==> config.mk <==
export PLATFORM = sky130hd
export DESIGN_NAME = rmem_read_responder
export DESIGN_NICKNAME = d
export VERILOG_FILES = /design/src/rtl/rmem_read_responder.sv
export SDC_FILE = /design/constraint.sdc
export NUM_CORES = 1
export LEC_CHECK = 0
export ABC_CLOCK_PERIOD_IN_PS = 5600
export CORE_MARGIN = 4
export CORE_UTILIZATION = 40
export CTS_CLUSTER_SIZE = 14
export DETAILED_ROUTE_END_ITERATION = 10
export PLACE_DENSITY_LB_ADDON = 0.12
export SYNTH_ARGS = -nofsm -noshare
export SYNTH_HDL_FRONTEND = slang
export SYNTH_SLANG_ARGS = --single-unit
==> constraint.sdc <==
create_clock -name clk_i -period 5.6 [get_ports clk_i]
set_clock_uncertainty 0.1 [all_clocks]
set_input_delay 1.68 -clock clk_i [delete_from_list [all_inputs] [get_ports clk_i]]
set_output_delay 1.68 -clock clk_i [all_outputs]
set_load 0.05 [all_outputs]
==> src/rtl/rmem_read_responder.sv <==
// Memory-side responder for the coprocessor read handshake: one word read on the data bus per start pulse,
// result returned with a single-cycle done pulse. One transaction in flight at a time.
module rmem_read_responder #(
  parameter int ADDR_WIDTH     = 32,
  parameter int DATA_WIDTH     = 32,
  parameter int TIMEOUT_CYCLES = 255
) (
  input  logic                  clk_i,
  input  logic                  rst_ni,
  input  logic                  start_i,
  input  logic [ADDR_WIDTH-1:0] addr_i,
  output logic [DATA_WIDTH-1:0] rdata_o,
  output logic                  done_o,
  output logic                  err_o,
  output logic                  busy_o,
  output logic                  mem_req_o,
  output logic [ADDR_WIDTH-1:0] mem_addr_o,
  output logic                  mem_we_o,
  output logic [3:0]            mem_be_o,
  input  logic                  mem_gnt_i,
  input  logic                  mem_rvalid_i,
  input  logic [DATA_WIDTH-1:0] mem_rdata_i,
  input  logic                  mem_err_i
);

  localparam int CNT_W = $clog2(TIMEOUT_CYCLES + 1);
  localparam logic [CNT_W-1:0] CNT_LAST = CNT_W'(TIMEOUT_CYCLES - 1);

  typedef enum logic [1:0] {
    IDLE = 2'd0,
    REQ  = 2'd1,
    WAIT = 2'd2,
    RESP = 2'd3
  } state_t;

  state_t                state_reg, state_next;
  logic [ADDR_WIDTH-1:0] addr_reg,  addr_next;
  logic [DATA_WIDTH-1:0] rdata_reg, rdata_next;
  logic                  err_reg,   err_next;
  logic [CNT_W-1:0]      cnt_reg,   cnt_next;

  always_ff @(posedge clk_i) begin
    if (!rst_ni) begin
      state_reg <= IDLE;
      addr_reg  <= '0;
      rdata_reg <= '0;
      err_reg   <= 1'b0;
      cnt_reg   <= '0;
    end else begin
      state_reg <= state_next;
      addr_reg  <= addr_next;
      rdata_reg <= rdata_next;
      err_reg   <= err_next;
      cnt_reg   <= cnt_next;
    end
  end

  // Bus events take priority over timeout expiry in the same cycle.
  always_comb begin
    state_next = state_reg;
    addr_next  = addr_reg;
    rdata_next = rdata_reg;
    err_next   = err_reg;
    cnt_next   = cnt_reg;
    case (state_reg)
      IDLE: begin
        if (start_i) begin
          addr_next  = {addr_i[ADDR_WIDTH-1:2], 2'b00};
          err_next   = 1'b0;
          cnt_next   = '0;
          state_next = REQ;
        end
      end
      REQ: begin
        if (mem_gnt_i) begin
          cnt_next   = '0;
          state_next = WAIT;
        end else if (cnt_reg == CNT_LAST) begin
          rdata_next = '0;
          err_next   = 1'b1;
          state_next = RESP;
        end else begin
          cnt_next = cnt_reg + 1'b1;
        end
      end
      WAIT: begin
        if (mem_rvalid_i) begin
          rdata_next = mem_rdata_i;
          err_next   = mem_err_i;
          state_next = RESP;
        end else if (cnt_reg == CNT_LAST) begin
          rdata_next = '0;
          err_next   = 1'b1;
          state_next = RESP;
        end else begin
          cnt_next = cnt_reg + 1'b1;
        end
      end
      RESP: begin
        state_next = IDLE;
      end
      default: begin
        state_next = IDLE;
      end
    endcase
  end

  assign rdata_o    = rdata_reg;
  assign err_o      = err_reg;
  assign done_o     = (state_reg == RESP);
  assign busy_o     = (state_reg != IDLE);
  assign mem_req_o  = (state_reg == REQ);
  assign mem_addr_o = addr_reg;
  assign mem_we_o   = 1'b0;

  genvar gi;
  generate
    for (gi = 0; gi < 4; gi++) begin : g_be
      assign mem_be_o[gi] = 1'b1;
    end
  endgenerate

endmodule

==> results of run 1 <==
cell type report:
cell class,count,area (um^2)
Sequential cell,73,1460
Clock inverter,7,103
Inverter,6,22.5
Timing Repair Buffer,133,1330
Multi-Input combinational cell,203,1250
Fill cell,575,2460
Clock buffer,9,124
Tap cell,96,120
kinds of logic (layout without fill, tap and decap cells):
kind of cell	count (synthesis)	count (layout)	synth area share, %
other cells	2	7	0.261
compound gates	95	95	24.2
buf+inv	32	155	6.32
fa+ha+maj	8	8	3.48
simple gates	93	93	14.9
flops	73	73	50.9
worst max path at each step:
| stage | from | to | slack [ns] |
|---|---|---|---|
| finish | state_reg[1] | mem_req_o | 1.81 |
| global route | state_reg[1] | mem_req_o | 1.73 |
| CTS | state_reg[1] | mem_req_o | 1.80 |
| detailed placement | rst_ni | rdata_o[12] | 1.57 |
| global placement | rst_ni | rdata_o[2] | 1.59 |
| floorplan | mem_rvalid_i | cnt_reg[7] | 2.82 |
per-layer routing:
layer / part of all wire, % / GRT usage (%) / wire (um)
met2: 46 / 28.1 / 3600
met4: 1.3 / 6.35 / 104
met3: 8.0 / 5.44 / 625
met5: 0 / 0 / 0
met1: 44 / 23.1 / 3450
power by group:
part,internal [W],switching (W)
clock,0.000256,0.000210
sequential,0.000543,0.0000126
combinational,0.000116,0.000195
total,0.000915,0.000418
stage by stage:
step,setup slack [ns],area (um^2)
after floorplan,2.82,2890
after detailed placement,1.57,4180
after global routing,1.73,4410
final,1.81,4410
after global placement,1.59,4180
after CTS,1.80,4410
cell usage in the layout, fill, tap and decap left out, types with 3 or more instances in the layout:
cell / instances
clkdlybuf4s50_1: 133
dfxtp_1: 73
nand2_1: 65
a21oi_1: 33
a22o_1: 32
clkbuf_8: 9
ha_1: 8
conb_1: 7
inv_1: 5
a211oi_1: 5
and2_1: 4
o21ai_0: 4
nor3_1: 4
a32o_1: 3
o21ai_1: 3
tightest hold or removal path, delay by kind of cell, from the launching register on:
family / cells / cell delay (ns)
and+or+nand+nor: 1 / 0.05
DFF: 1 / 0.31
AOI/OAI and AO/OA: 1 / 0.05
==> impl_table.tex, run 1 <==
\begin{tabular}{lr}
\hline
Metric & Value \\
\hline
\multicolumn{2}{l}{\textbf{Clocking}} \\
Cell at the root of the clock tree & clkbuf\_8 \\
Clock net sink count & 73 \\
Quantity of hold-fixing buffers added after cts & 0 \\
Source-to-sink clock delay at the later pin of the worst-skew pair & 0.35 ns \\
CTS tree & done \\
Number of buffers added by the clock tree synthesis step & 9 \\
Depth of the CTS H-tree & 3 \\
CTS max path bufs & 2 \\
CTS clock-pin slew for the worst setup and hold paths & roughly 0.08 ns \\
Cells resized by post-CTS repair & 0 \\
Setup Fix Bufs, Post-CTS & 0 \\
\multicolumn{2}{l}{\textbf{Setup path}} \\
CP max-delay cell & clkdlybuf4s50\_1 \\
Path type of the worst setup path & reg -> out \\
Type of element launching the critical path & flip-flop \\
Number of cells on the worst reg-to-reg path & 6 \\
Setup slack of the most critical reg-to-reg path & between 3 and 4 ns \\
Crit path depth & 3 \\
Required @ worst endpoint & between 3 and 4 ns \\
Worst EP arrival & 2.01 ns \\
Terminus of the critical flop-to-flop path & rdata\_o[15] \\
Kind of capture point of the worst setup path & primary output \\
Bufs and invs on worst path & 2 \\
Reg-to-reg startpoint & cnt\_reg[0] \\
Chain of cells forming the critical path & inv\_1, ha\_1, clkdlybuf4s50\_1 \\
Top Family by Delay on Critical Path & buffers and inverters \\
Max FO, Critical Path & 7 \\
Critical Path Max Stage Delay & 0.86 ns \\
\multicolumn{2}{l}{\textbf{Route}} \\
Post-detailed-routing wire length & roughly 7.8 mm \\
Wire length per cell after detailed routing & 14.8 um \\
Number of vias after detailed routing & 2,613 \\
Starting DRT DRC Count & around 160 \\
Pre-Repair DR Iteration Count & 4 \\
Per-cell via count in the routed design & 4.96 \\
DRC violations left & 0 \\
Count of nets left with antenna violations after detail routing & 0 \\
\multicolumn{2}{l}{\textbf{Die}} \\
Site Rows & 30 \\
Horizontal die dimension & 92.7 um \\
Die area & $\sim$8600 um\^{}2 \\
Die H & 92.7 um \\
Total core area & roughly 7000 um\^{}2 \\
I/O pin cnt & 143 \\
Starting density of the core & 41.8\% \\
\multicolumn{2}{l}{\textbf{Global routing}} \\
Maximum number of pins on one net before global-route repair & 37 \\
Initial antenna violation count & 0 \\
GR Overflow Total & 0 \\
Wire length of the first global-routing pass & 12.2 mm \\
Number of global-route vias before repair & 2,414 \\
Global Route Usage Sum & 17.8\% \\
\multicolumn{2}{l}{\textbf{Final layout}} \\
Number of antenna repair diodes & 0 \\
End-of-flow core utilization & 64.2\% \\
Area growth from synthesis to final layout & 53.5\% \\
Largest register FFs & 32 \\
Number of cells in the finished layout apart from fillers & $\sim$530 \\
Number of nets in the finished design & 504 \\
Fraction of layout instances using a drive strength above 1 & 5.80\% \\
\multicolumn{2}{l}{\textbf{Place}} \\
Port Buffer Count & 133 \\
Placed Cells incl. Taps & between 500 and 600 \\
Routability Congestion & 0.812 \\
HPWL after detailed placement & around 5.5 mm \\
\multicolumn{2}{l}{\textbf{Synthesis}} \\
Number of synthesized register bits & 73 \\
Asr flop ratio synth & 0\% \\
Number of unique standard cell types used by synthesis & 45 \\
Most instantiated flip-flop cell in the synthesis netlist & dfxtp\_1 \\
Share of Yosys cell area claimed by the top area cell type & approximately half \\
Dominant cell by count in the synthesized netlist & dfxtp\_1 \\
Post-synth top cells & dfxtp\_1 (73), nand2\_1 (65), a21oi\_1 (33) \\
EDFF count, synth & 0 \\
Mapped Area & roughly 2900 um\^{}2 \\
Yosys warning count & 0 \\
Cell type with the highest aggregate area in the netlist & dfxtp\_1 \\
Instance count of the mapped netlist & roughly 300 \\
Sequential element share of the synthesized area & 50.9\% \\
Cell types occupying the most area after synthesis & dfxtp\_1 (51\%), a22o\_1 (9.8\%), nand2\_1 (8.5\%), a21oi\_1 (5.7\%), ha\_1 (3.5\%) \\
Average cell area after synthesis & 9.48 um\^{}2 \\
\multicolumn{2}{l}{\textbf{Timing}} \\
Max-slew violations & 0 \\
Final sum of negative setup slack & 0 ns \\
Relative slew slack & 20.1\% \\
Final min period & between 3 and 4 ns \\
Minimum hold slack & 0.354 ns \\
RSZ-0062 raised after global routing & no \\
Maximum clock frequency & 0.264 GHz \\
Count of endpoints failing setup in the final report & 0 \\
Final hold viol count & 0 \\
Transition time at the pin with the least slew margin & 1.20 ns \\
Post-route fraction of the period consumed by the critical path & 67.6\% \\
\multicolumn{2}{l}{\textbf{Power and ir drop}} \\
Total power & approximately 0.0013 W \\
Pwr/cell area & around 300 nW/um\^{}2 \\
Leakage & 1.67 nW \\
Max rail drop VDD & 0.222 mV \\
\multicolumn{2}{l}{\textbf{Worst hold path}} \\
Number of cells on the worst hold path & 2 \\
Endpoint, Worst Hold & mem\_addr\_o[6] \\
HP Class & reg -> reg \\
Min-delay src & mem\_addr\_o[6] \\
\multicolumn{2}{l}{\textbf{Run status}} \\
Result of the run & finished clean \\
\multicolumn{2}{l}{\textbf{Flow run}} \\
Max-cap violation count & 0 \\
\hline
\end{tabular}
(Power assumes the default switching activity.)
==> inputs of run 2 (changes only) <==
- ABC_CLOCK_PERIOD_IN_PS: 5600 -> 3640
- clock period: 5.6 -> 3.64 ns (I/O delays scaled with it)
==> run 2 against run 1 <==
Compared with the run above: hold slack got worse by 0.00092 ns; routed wire length decreased by 0.45%; non-clock buffer count grew 6.
==> impl_table.tex, run 2 (synthesis gave the netlist of run 1 again) <==
\begin{tabular}{lr}
\hline
Metric & Value \\
\hline
\multicolumn{2}{l}{\textbf{Run status}} \\
Result of the run & finished clean \\
\multicolumn{2}{l}{\textbf{Die}} \\
Die H & 92.7 um \\
Die area & 8600 um\^{}2 \\
Starting density of the core & 41.8\% \\
Site Rows & 30 \\
I/O pin cnt & 143 \\
Horizontal die dimension & 92.7 um \\
Total core area & 6870 um\^{}2 \\
\multicolumn{2}{l}{\textbf{Timing}} \\
Count of endpoints failing setup in the final report & 0 \\
Transition time at the pin with the least slew margin & around 0.54 ns \\
Maximum clock frequency & 0.314 GHz \\
Max-slew violations & 0 \\
RSZ-0062 raised after global routing & no \\
Final WS setup & about 0.46 ns \\
Relative slew slack & 63.7\% \\
Final min period & about 3.2 ns \\
Final sum of negative setup slack & 0 ns \\
Post-route fraction of the period consumed by the critical path & between 80\% and 90\% \\
Final hold viol count & 0 \\
\multicolumn{2}{l}{\textbf{Clocking}} \\
Clock net sink count & 73 \\
Depth of the CTS H-tree & 3 \\
Source-to-sink clock delay at the later pin of the worst-skew pair & 0.34 ns \\
Cell at the root of the clock tree & clkbuf\_8 \\
CTS tree & done \\
Cells resized by post-CTS repair & 0 \\
CTS clock-pin slew for the worst setup and hold paths & 0.07 ns \\
Number of buffers added by the clock tree synthesis step & 9 \\
Setup Fix Bufs, Post-CTS & 0 \\
Quantity of hold-fixing buffers added after cts & 0 \\
CTS max path bufs & 2 \\
\multicolumn{2}{l}{\textbf{Setup path}} \\
Path type of the worst setup path & reg -> out \\
Max FO, Critical Path & 7 \\
Kind of capture point of the worst setup path & primary output \\
Required @ worst endpoint & 2.45 ns \\
Worst EP arrival & 1.99 ns \\
Type of element launching the critical path & flip-flop \\
Number of cells on the worst reg-to-reg path & 7 \\
\multicolumn{2}{l}{\textbf{Global routing}} \\
Global Route Usage Sum & 18.0\% \\
GR Overflow Total & 0 \\
Wire length of the first global-routing pass & 12.2 mm \\
Initial antenna violation count & 0 \\
Number of global-route vias before repair & 2,480 \\
Maximum number of pins on one net before global-route repair & 33 \\
\multicolumn{2}{l}{\textbf{Final layout}} \\
Area growth from synthesis to final layout & 56.1\% \\
Number of antenna repair diodes & 0 \\
Leading cell types in the layout, fill and taps excluded & clkdlybuf4s50\_1 (133), dfxtp\_1 (73), nand2\_1 (65) \\
Most frequent standard cell in the layout excluding fill and tap cells & clkdlybuf4s50\_1 \\
Final Cell Area & 4490 um\^{}2 \\
Largest register FFs & 32 \\
Fraction of layout instances using a drive strength above 1 & 6.65\% \\
Number of nets in the finished design & 510 \\
\multicolumn{2}{l}{\textbf{Place}} \\
Post-placement worst setup slack & roughly 0.77 ns \\
Routability Congestion & 0.781 \\
HPWL after detailed placement & 5.60 mm \\
Port Buffer Count & 133 \\
Instance area after placement & 4230 um\^{}2 \\
\multicolumn{2}{l}{\textbf{Route}} \\
Pre-Repair DR Iteration Count & 4 \\
Number of vias after detailed routing & roughly 2.6k \\
Wire length per cell after detailed routing & 14.5 um \\
Post-detailed-routing wire length & 7.74 mm \\
Starting DRT DRC Count & 107 \\
DRC violations left & 0 \\
Per-cell via count in the routed design & between 4 and 5 \\
Count of nets left with antenna violations after detail routing & 0 \\
\multicolumn{2}{l}{\textbf{Power and ir drop}} \\
Max rail drop VDD & 0.334 mV \\
Leakage & 1.71 nW \\
Pwr/cell area & between 400 and 500 nW/um\^{}2 \\
\multicolumn{2}{l}{\textbf{Worst hold path}} \\
Number of cells on the worst hold path & 2 \\
HP Class & reg -> reg \\
\multicolumn{2}{l}{\textbf{Flow run}} \\
Max-cap violation count & 0 \\
\hline
\end{tabular}
[run 2: routing by layer]
| layer | vias to the layer above | share of wire [%] | GRT usage (%) |
|---|---|---|---|
| li1 | 1317 | - | - |
| met2 | 108 | 47 | 29.8 |
| met1 | 1197 | 44 | 22.3 |
| met4 | 0 | 1.9 | 6.47 |
| met3 | 13 | 7.4 | 4.96 |
| met5 | - | 0 | 0 |
[run 2: stage by stage]
step / total power [W] / cells / hold WS, ns / util [%]
after global routing: 0.00225 / 532 / 0.376 / 65.3
after CTS: 0.00217 / 532 / 0.356 / 65.3
after floorplan: 0.00118 / 308 / 0.382 / -
final: 0.00215 / 532 / 0.353 / 65.3
after detailed placement: 0.00136 / 517 / 0.346 / 61.6
after global placement: 0.00135 / 517 / 0.341 / 61.6
[run 2: layout make-up]
cell class              instances  area (um^2)
fillers                       585         2380
flip-flops and latches         73         1460
repair buffers                139         1380
multi-input cells             203         1250
clock inverters                 5          129
clock buffers                  10          128
well taps                      96          120
inverters                       6         22.5
[run 2: power by group]
group	internal (W)	switching [W]	leakage [nW]
registers	0.000836	0.0000206	0.593
clock network	0.000522	0.000284	0.127
logic	0.000184	0.000299	0.994
total	0.00154	0.000604	1.71
[run 2: final timing paths]
check	startpoint	to	slack (ns)
max reg2reg	cnt_reg[0]	rdata_o[28]	1.44
min	mem_addr_o[15]	mem_addr_o[15]	0.35
max	state_reg[1]	mem_req_o	0.46
min reg2reg	mem_addr_o[15]	mem_addr_o[15]	0.35
[run 2: worst max-delay path, cell delays in order (launching register included)]
cell and delay [ns]:
dfxtp_1 0.37, inv_1 0.12, ha_1 0.31, clkdlybuf4s50_1 0.86
